`src/rtl/seed_dec_core_if.sv`:
```
// Host-side bundle for seed_dec_core: block start/result handshake plus the
// combinational round-key lookup (index out, key back in the same cycle).
interface seed_dec_core_if;
    logic         i_Start;
    logic [127:0] i_Data;
    logic [63:0]  i_RoundKey;
    logic [3:0]   o_KeyIdx;
    logic         o_Ready;
    logic         o_Valid;
    logic [127:0] o_Data;

    modport master (
        output i_Start, i_Data, i_RoundKey,
        input  o_KeyIdx, o_Ready, o_Valid, o_Data
    );
    modport slave (
        input  i_Start, i_Data, i_RoundKey,
        output o_KeyIdx, o_Ready, o_Valid, o_Data
    );
endinterface

```
`src/rtl/seed_dec_core.sv`:
```
// Iterative SEED-128 decryption: one shared G evaluation per cycle, three
// cycles per Feistel round, round keys fetched in reverse order (15 -> 0).
module seed_dec_core #(
    parameter int ROUNDS = 16
) (
    input  logic           i_Clk,
    input  logic           i_Rst,
    seed_dec_core_if.slave bus
);
    // state | meaning
    // IDLE  | waiting for i_Start, o_Ready high
    // PA    | key mix, G(C^K0^D^K1), set T1 and T0
    // PB    | G(T0), accumulate into T1
    // PC    | G(T1), finish F, swap halves or emit plaintext
    localparam logic [1:0] ST_IDLE = 2'd0;
    localparam logic [1:0] ST_PA   = 2'd1;
    localparam logic [1:0] ST_PB   = 2'd2;
    localparam logic [1:0] ST_PC   = 2'd3;

    localparam logic [3:0] LAST_RND = 4'(ROUNDS - 1);
    localparam logic [7:0] M0 = 8'hFC, M1 = 8'hF3, M2 = 8'hCF, M3 = 8'h3F;

    localparam logic [2047:0] S1_TAB = {
        128'hA985D6D3541DAC255D43181E51FCCA63, 128'h2844209DE0E2C817A58F037BBB13D2EE,
        128'h708C3FA832DDF674EC950B575C5BBD01, 128'h241C739810CCF2D92CE772839BD186C9,
        128'h6050A3EB0DB69E4FB75AC678A612AFD5, 128'h61C3B441527D8D081F9900190453F7E1,
        128'hFD762F27B08B0EABA26E934D697C090A, 128'hBFEFF3C58714FE64DE2E4B1A06216B66,
        128'h02F5928A0CB37ED07A4796E52680ADDF, 128'hA13037AE36152238F4A7454C81E98497,
        128'h35CBCE3C7111C78975FBDAF8945982C4, 128'hFF493967C0CFD7B80F8E4223916CDBA4,
        128'h34F148C26F3D2D40BE3EBCC1AABA4E55, 128'h3BDC687F9CD84A5677A0ED46B52B65FA,
        128'hE3B9B19F5EF9E6B231EA6D5FE4F0CD88, 128'h163A58D462290733E81B0579906A2A9A
    };
    localparam logic [2047:0] S2_TAB = {
        128'h38E82DA6CFDEB3B8AF6055C7446F6B5B, 128'hC36233B529A0E2A7D39111061CBC364B,
        128'hEF886CA817C416F4C245E1D63F3D8E98, 128'h284EF63EA5F90DDFD82B667A272FF172,
        128'h42D441C07367AC8BF7AD801FCA2CAA34, 128'hD20BEEE95D9418F857AE08C513CD86B9,
        128'hFF7DC131F58A6AB1D120D70222046871, 128'h07DB9D9961BEE659DD5190DC9AA3ABD0,
        128'h810F471AE3EC8DBF967B5CA2A163234D, 128'hC89E9C3A0C2EBA6E9F5AF292F34978CC,
        128'h15FB70757F351003646DC674D5B4EA09, 128'h7619FE4012E0BD05FA01F02A5EA95643,
        128'h8514899BB0E5487997FC1E82218C1B5F, 128'h7754B21D254F0046ED5852EB7EDAC9FD,
        128'h3095653CB6E4BB7C0E50392632846993, 128'h37E724A4CB530A87D94C838FCE3B4AB7
    };

    // Entry 0 sits in the top byte, so byte x starts at bit 8*(255-x).
    function automatic logic [7:0] s1(input logic [7:0] x);
        return S1_TAB[{~x, 3'b000} +: 8];
    endfunction

    function automatic logic [7:0] s2(input logic [7:0] x);
        return S2_TAB[{~x, 3'b000} +: 8];
    endfunction

    function automatic logic [31:0] g_func(input logic [31:0] x);
        logic [7:0] y0, y1, y2, y3;
        y0 = s1(x[7:0]);
        y1 = s2(x[15:8]);
        y2 = s1(x[23:16]);
        y3 = s2(x[31:24]);
        return {y0 & M3, y0 & M2, y0 & M1, y0 & M0}
             ^ {y1 & M0, y1 & M3, y1 & M2, y1 & M1}
             ^ {y2 & M1, y2 & M0, y2 & M3, y2 & M2}
             ^ {y3 & M2, y3 & M1, y3 & M0, y3 & M3};
    endfunction

    logic [1:0]   r_State;
    logic [63:0]  r_L, r_R;
    logic [31:0]  r_T0, r_T1;
    logic [3:0]   r_Rnd;
    logic         r_Valid;
    logic [127:0] r_Data;

    logic [31:0]  w_T0Mix, w_GIn, w_G;
    logic [63:0]  w_F;

    assign w_T0Mix = r_R[63:32] ^ bus.i_RoundKey[63:32];

    always_comb begin
        w_GIn = r_T1;
        case (r_State)
            ST_PA:   w_GIn = w_T0Mix ^ r_R[31:0] ^ bus.i_RoundKey[31:0];
            ST_PB:   w_GIn = r_T0;
            default: w_GIn = r_T1;
        endcase
    end

    assign w_G = g_func(w_GIn);
    assign w_F = {r_T0 + w_G, w_G};

    always_ff @(posedge i_Clk) begin
        if (i_Rst) begin
            r_State <= ST_IDLE;
            r_L     <= '0;
            r_R     <= '0;
            r_T0    <= '0;
            r_T1    <= '0;
            r_Rnd   <= '0;
            r_Valid <= 1'b0;
            r_Data  <= '0;
        end else begin
            r_Valid <= 1'b0;
            case (r_State)
                ST_IDLE: begin
                    if (bus.i_Start) begin
                        r_L     <= bus.i_Data[127:64];
                        r_R     <= bus.i_Data[63:0];
                        r_Rnd   <= '0;
                        r_State <= ST_PA;
                    end
                end
                ST_PA: begin
                    r_T1    <= w_G;
                    r_T0    <= w_T0Mix + w_G;
                    r_State <= ST_PB;
                end
                ST_PB: begin
                    r_T0    <= w_G;
                    r_T1    <= r_T1 + w_G;
                    r_State <= ST_PC;
                end
                default: begin
                    // Last round keeps the halves in place; rnd is cleared so
                    // the idle key index reads 15.
                    if (r_Rnd == LAST_RND) begin
                        r_Data  <= {r_L ^ w_F, r_R};
                        r_Valid <= 1'b1;
                        r_Rnd   <= '0;
                        r_State <= ST_IDLE;
                    end else begin
                        r_L     <= r_R;
                        r_R     <= r_L ^ w_F;
                        r_Rnd   <= r_Rnd + 4'd1;
                        r_State <= ST_PA;
                    end
                end
            endcase
        end
    end

    assign bus.o_Ready  = (r_State == ST_IDLE);
    assign bus.o_Valid  = r_Valid;
    assign bus.o_Data   = r_Data;
    assign bus.o_KeyIdx = LAST_RND - r_Rnd;
endmodule

```
`src/flat_wrapper.sv`:
```
// flat-port wrapper written by rule: the top's interface ports become plain ports
module seed_dec_core_flat 
#(
    parameter int ROUNDS = 16
)
  (i_Clk, i_Rst, bus_i_Start, bus_i_Data, bus_i_RoundKey, bus_o_KeyIdx, bus_o_Ready, bus_o_Valid, bus_o_Data);
  seed_dec_core_if bus_i ();
  input  logic i_Clk;
  input  logic i_Rst;
  input wire logic [$bits(bus_i.i_Start)-1:0] bus_i_Start;
  input wire logic [$bits(bus_i.i_Data)-1:0] bus_i_Data;
  input wire logic [$bits(bus_i.i_RoundKey)-1:0] bus_i_RoundKey;
  output wire logic [$bits(bus_i.o_KeyIdx)-1:0] bus_o_KeyIdx;
  output wire logic [$bits(bus_i.o_Ready)-1:0] bus_o_Ready;
  output wire logic [$bits(bus_i.o_Valid)-1:0] bus_o_Valid;
  output wire logic [$bits(bus_i.o_Data)-1:0] bus_o_Data;
  assign bus_i.i_Start = bus_i_Start;
  assign bus_i.i_Data = bus_i_Data;
  assign bus_i.i_RoundKey = bus_i_RoundKey;
  assign bus_o_KeyIdx = bus_i.o_KeyIdx;
  assign bus_o_Ready = bus_i.o_Ready;
  assign bus_o_Valid = bus_i.o_Valid;
  assign bus_o_Data = bus_i.o_Data;
  seed_dec_core #(.ROUNDS(ROUNDS)) u_core (.i_Clk(i_Clk), .i_Rst(i_Rst), .bus(bus_i));
endmodule
```
`config.mk`:
```
export PLATFORM = sky130hd
export DESIGN_NAME = seed_dec_core_flat
export DESIGN_NICKNAME = d
export VERILOG_FILES = /design/src/rtl/seed_dec_core_if.sv /design/src/rtl/seed_dec_core.sv /design/src/flat_wrapper.sv
export SDC_FILE = /design/constraint.sdc
export NUM_CORES = 2
export LEC_CHECK = 0
export CAP_MARGIN = 15
export CORE_MARGIN = 8
export CORE_UTILIZATION = 45
export DETAILED_ROUTE_END_ITERATION = 8
export PLACE_DENSITY = 0.65
export SKIP_LAST_GASP = 1
export SYNTH_ARGS = -nofsm -noshare
export SYNTH_HDL_FRONTEND = slang
export SYNTH_SLANG_ARGS = --single-unit
```
`constraint.sdc`:
```
create_clock -name i_Clk -period 19.54 [get_ports i_Clk]
set_clock_uncertainty 0.05 [all_clocks]
set_input_delay 3.908 -clock i_Clk [delete_from_list [all_inputs] [get_ports i_Clk]]
set_output_delay 3.908 -clock i_Clk [all_outputs]
set_load 0.01 [all_outputs]
```
==> metrics.cfg <==
[run_status]
status=completed

[detailed_routing]
route.detailed.drc=0
drt_pass1_iterations=9
drtIter0Drc=6921
wl_mm=166
vias=39500
antenna_left=0
wire_per_inst_um=29.4
vias_per_cell=6.99

[die]
rows=100
die_area_mm2=0.0842
initial_utilization_pct=45.4
ios=329
die_h_um=290
coreArea_mm2=0.0744
chipWidth_um=290

[timing]
finalSetupViolCount=0
rsz0062_at_grt=no
hold_viol=0
setup_tns_ps=0
relSlewSlack_pct=13.5
slew_violations=0
post-route-min-period_ps=13070
max_freq_mhz=76.5
tightest_slew_ps=1290
fin_hold_ws_ps=404
timing.final.crit_share_pct=66.9

[synth]
synth_fa_ha_area_share_pct=5.79
synthCells=4612
syn_area_per_cell_um2=7.33
synth_mux_area_share_pct=3.45
yosysWarnings=0
synth_ff_type=dfxtp_1
yosys_register_bits=327
synth_area_leaders=dfxtp_1 (19%), a21oi_1 (5.9%), ha_1 (5.6%)
synth-simple-area-share_pct=18.7
yosysTopAreaCellShare_pct=19.4
async_flop_share_pct=0
syn-cell-area_mm2=0.0338
yosysTopAreaCell=dfxtp_1
synth_nets=4961
ys_top_cells_by_count=nand2_1 (499), nor2_1 (448), a21oi_1 (401)
synth_compound_area_share_pct=37.3
synth_cell_types=121
synth_xor_area_share_pct=8.86
synth_top_family_by_area=compound AO/OA/AOI/OAI gates
seq_area_frac_synth_pct=19.4
synth.most_common_cell=nand2_1
synth_edf_count=0

[clocking]
cts_resized=0
postCtsSetupBuffers=0
clk_latency_ps=560
cts-root-buf=clkbuf_16
htree_num_levels=2
cts_tree=done
cts_buffers=34
hold_buffers=0
cts_num_sinks=327
cts.clk_slew.worst_paths_ps=70
cts_buffer_depth=3

[critical_path]
start_kind=input port
cp.required_ps=19930
slowest_delay_ps=950
crit_path_frequent_cell=a21oi_1
critPathArrivalTime_ps=13460
crit_buf_inv=3
crit_slowest_cell=a21boi_1
path_delay_family=compound AO/OA/AOI/OAI gates
cp_max_fo=16
endpoint_kind=flop
critPathKind=input port to flop

[finish]
nFillCells=7297
nets=4998
area_growth_syn_to_layout_pct=13.7
drive_gt1_share_pct=6.12
fin_area_mm2=0.0385

[global_routing]
gr-usage-all-layers_pct=36.8
grt_pass1_vias=36600
grt_pass1_wl_mm=246
grt_max_degree=209
grt_overflow=0
antenna_found_initial=7

[place]
post_dp_cell_area_mm2=0.0373
portBuffers=328
dp_hpwl_mm=119
gp_congestion=1.03

[flow_run]
drv_cap=0

[worst_hold_path]
hold_class=flop to flop

[state kept, by name (all words and copies together), names as in the netlist]
name / cells
u_core.r_R: 64
u_core.bus.o_Valid: 1
u_core.r_Rnd: 4
u_core.r_T1: 32
u_core.r_T0: 32
u_core.r_L: 64
u_core.bus.o_Data: 128
u_core.r_State: 2
[cells by family after synthesis]
group,Yosys count
buf+inv,484
compound gates,1826
flops,327
mux,115
xor+xnor,291
simple gates,1414
fa+ha+maj,155
[metrics by stage]
stage | util [%] | cells | worst slack, ps
3_3_place_gp | 50.1 | 5582 | 6430
6_report | 51.7 | 5648 | 6470
3_5_place_dp | 50.1 | 5582 | 6310
2_1_floorplan | - | 4612 | 8810
5_1_grt | 51.6 | 5645 | 6260
4_1_cts | 51.6 | 5642 | 6810
[final cells by class]
cell class,count,area [um2],area share [%]
well taps,969,1210,3.15
clock buffers,53,992,2.58
repair buffers,426,4040,10.5
inverters,59,224,0.582
multi-input cells,3801,25300,65.8
diodes,6,15.0,0.0390
clock inverters,7,133,0.345
flip-flops and latches,327,6550,17.0
[worst paths after layout]
path	slack, ps	start	endpoint	cells past startpoint
setup / recovery	6470	bus_i_RoundKey[16]	u_core.r_T1[31]$_SDFFE_PP0N_	29
hold / removal	400	u_core.bus.o_Data[33]$_SDFFE_PP0P_	u_core.bus.o_Data[33]$_SDFFE_PP0P_	2
setup reg to reg	8260	u_core.r_State[1]$_SDFFE_PP0N_	u_core.r_T1[31]$_SDFFE_PP0N_	31
hold reg to reg	400	u_core.bus.o_Data[33]$_SDFFE_PP0P_	u_core.bus.o_Data[33]$_SDFFE_PP0P_	2
[cell usage in the layout, fill, tap and decap left out, types with 29 or more instances in the layout]
cell type / netlist / final
a211oi_1: 209 / 209
a21o_1: 74 / 74
a21oi_1: 401 / 399
a221oi_1: 44 / 43
a311oi_1: 39 / 39
a31oi_1: 77 / 73
and3_1: 32 / 31
buf_4: 29 / 97
clkbuf_16: 0 / 34
clkdlybuf4s50_1: 0 / 327
dfxtp_1: 327 / 327
ha_1: 151 / 149
inv_1: 49 / 48
mux2i_1: 110 / 110
nand2_1: 499 / 499
nand3_1: 115 / 114
nor2_1: 448 / 447
nor3_1: 125 / 125
o2111ai_1: 33 / 33
o211ai_1: 123 / 123
o21a_1: 30 / 29
o21ai_0: 305 / 305
o221ai_1: 44 / 44
o22ai_1: 38 / 34
o311ai_0: 33 / 33
o31ai_1: 37 / 37
xnor2_1: 150 / 149
xor2_1: 99 / 99
[tightest hold or removal path, stage by stage (launching register included)]
cell and delay (ps):
dfxtp_1 310, nand2_1 50, a21oi_1 50
[metal layers]
metal	GRT usage [%]	routed length, um	vias up
met5	0	9	-
met4	14.5	7920	2
met3	9.80	20400	447
met2	54.7	70000	2821
met1	50.2	68000	18700
li1	-	-	17500
Power is left out: the tool's default activity adds up to more than one toggle a clock period on the data nets, which glitch-free logic cannot reach.
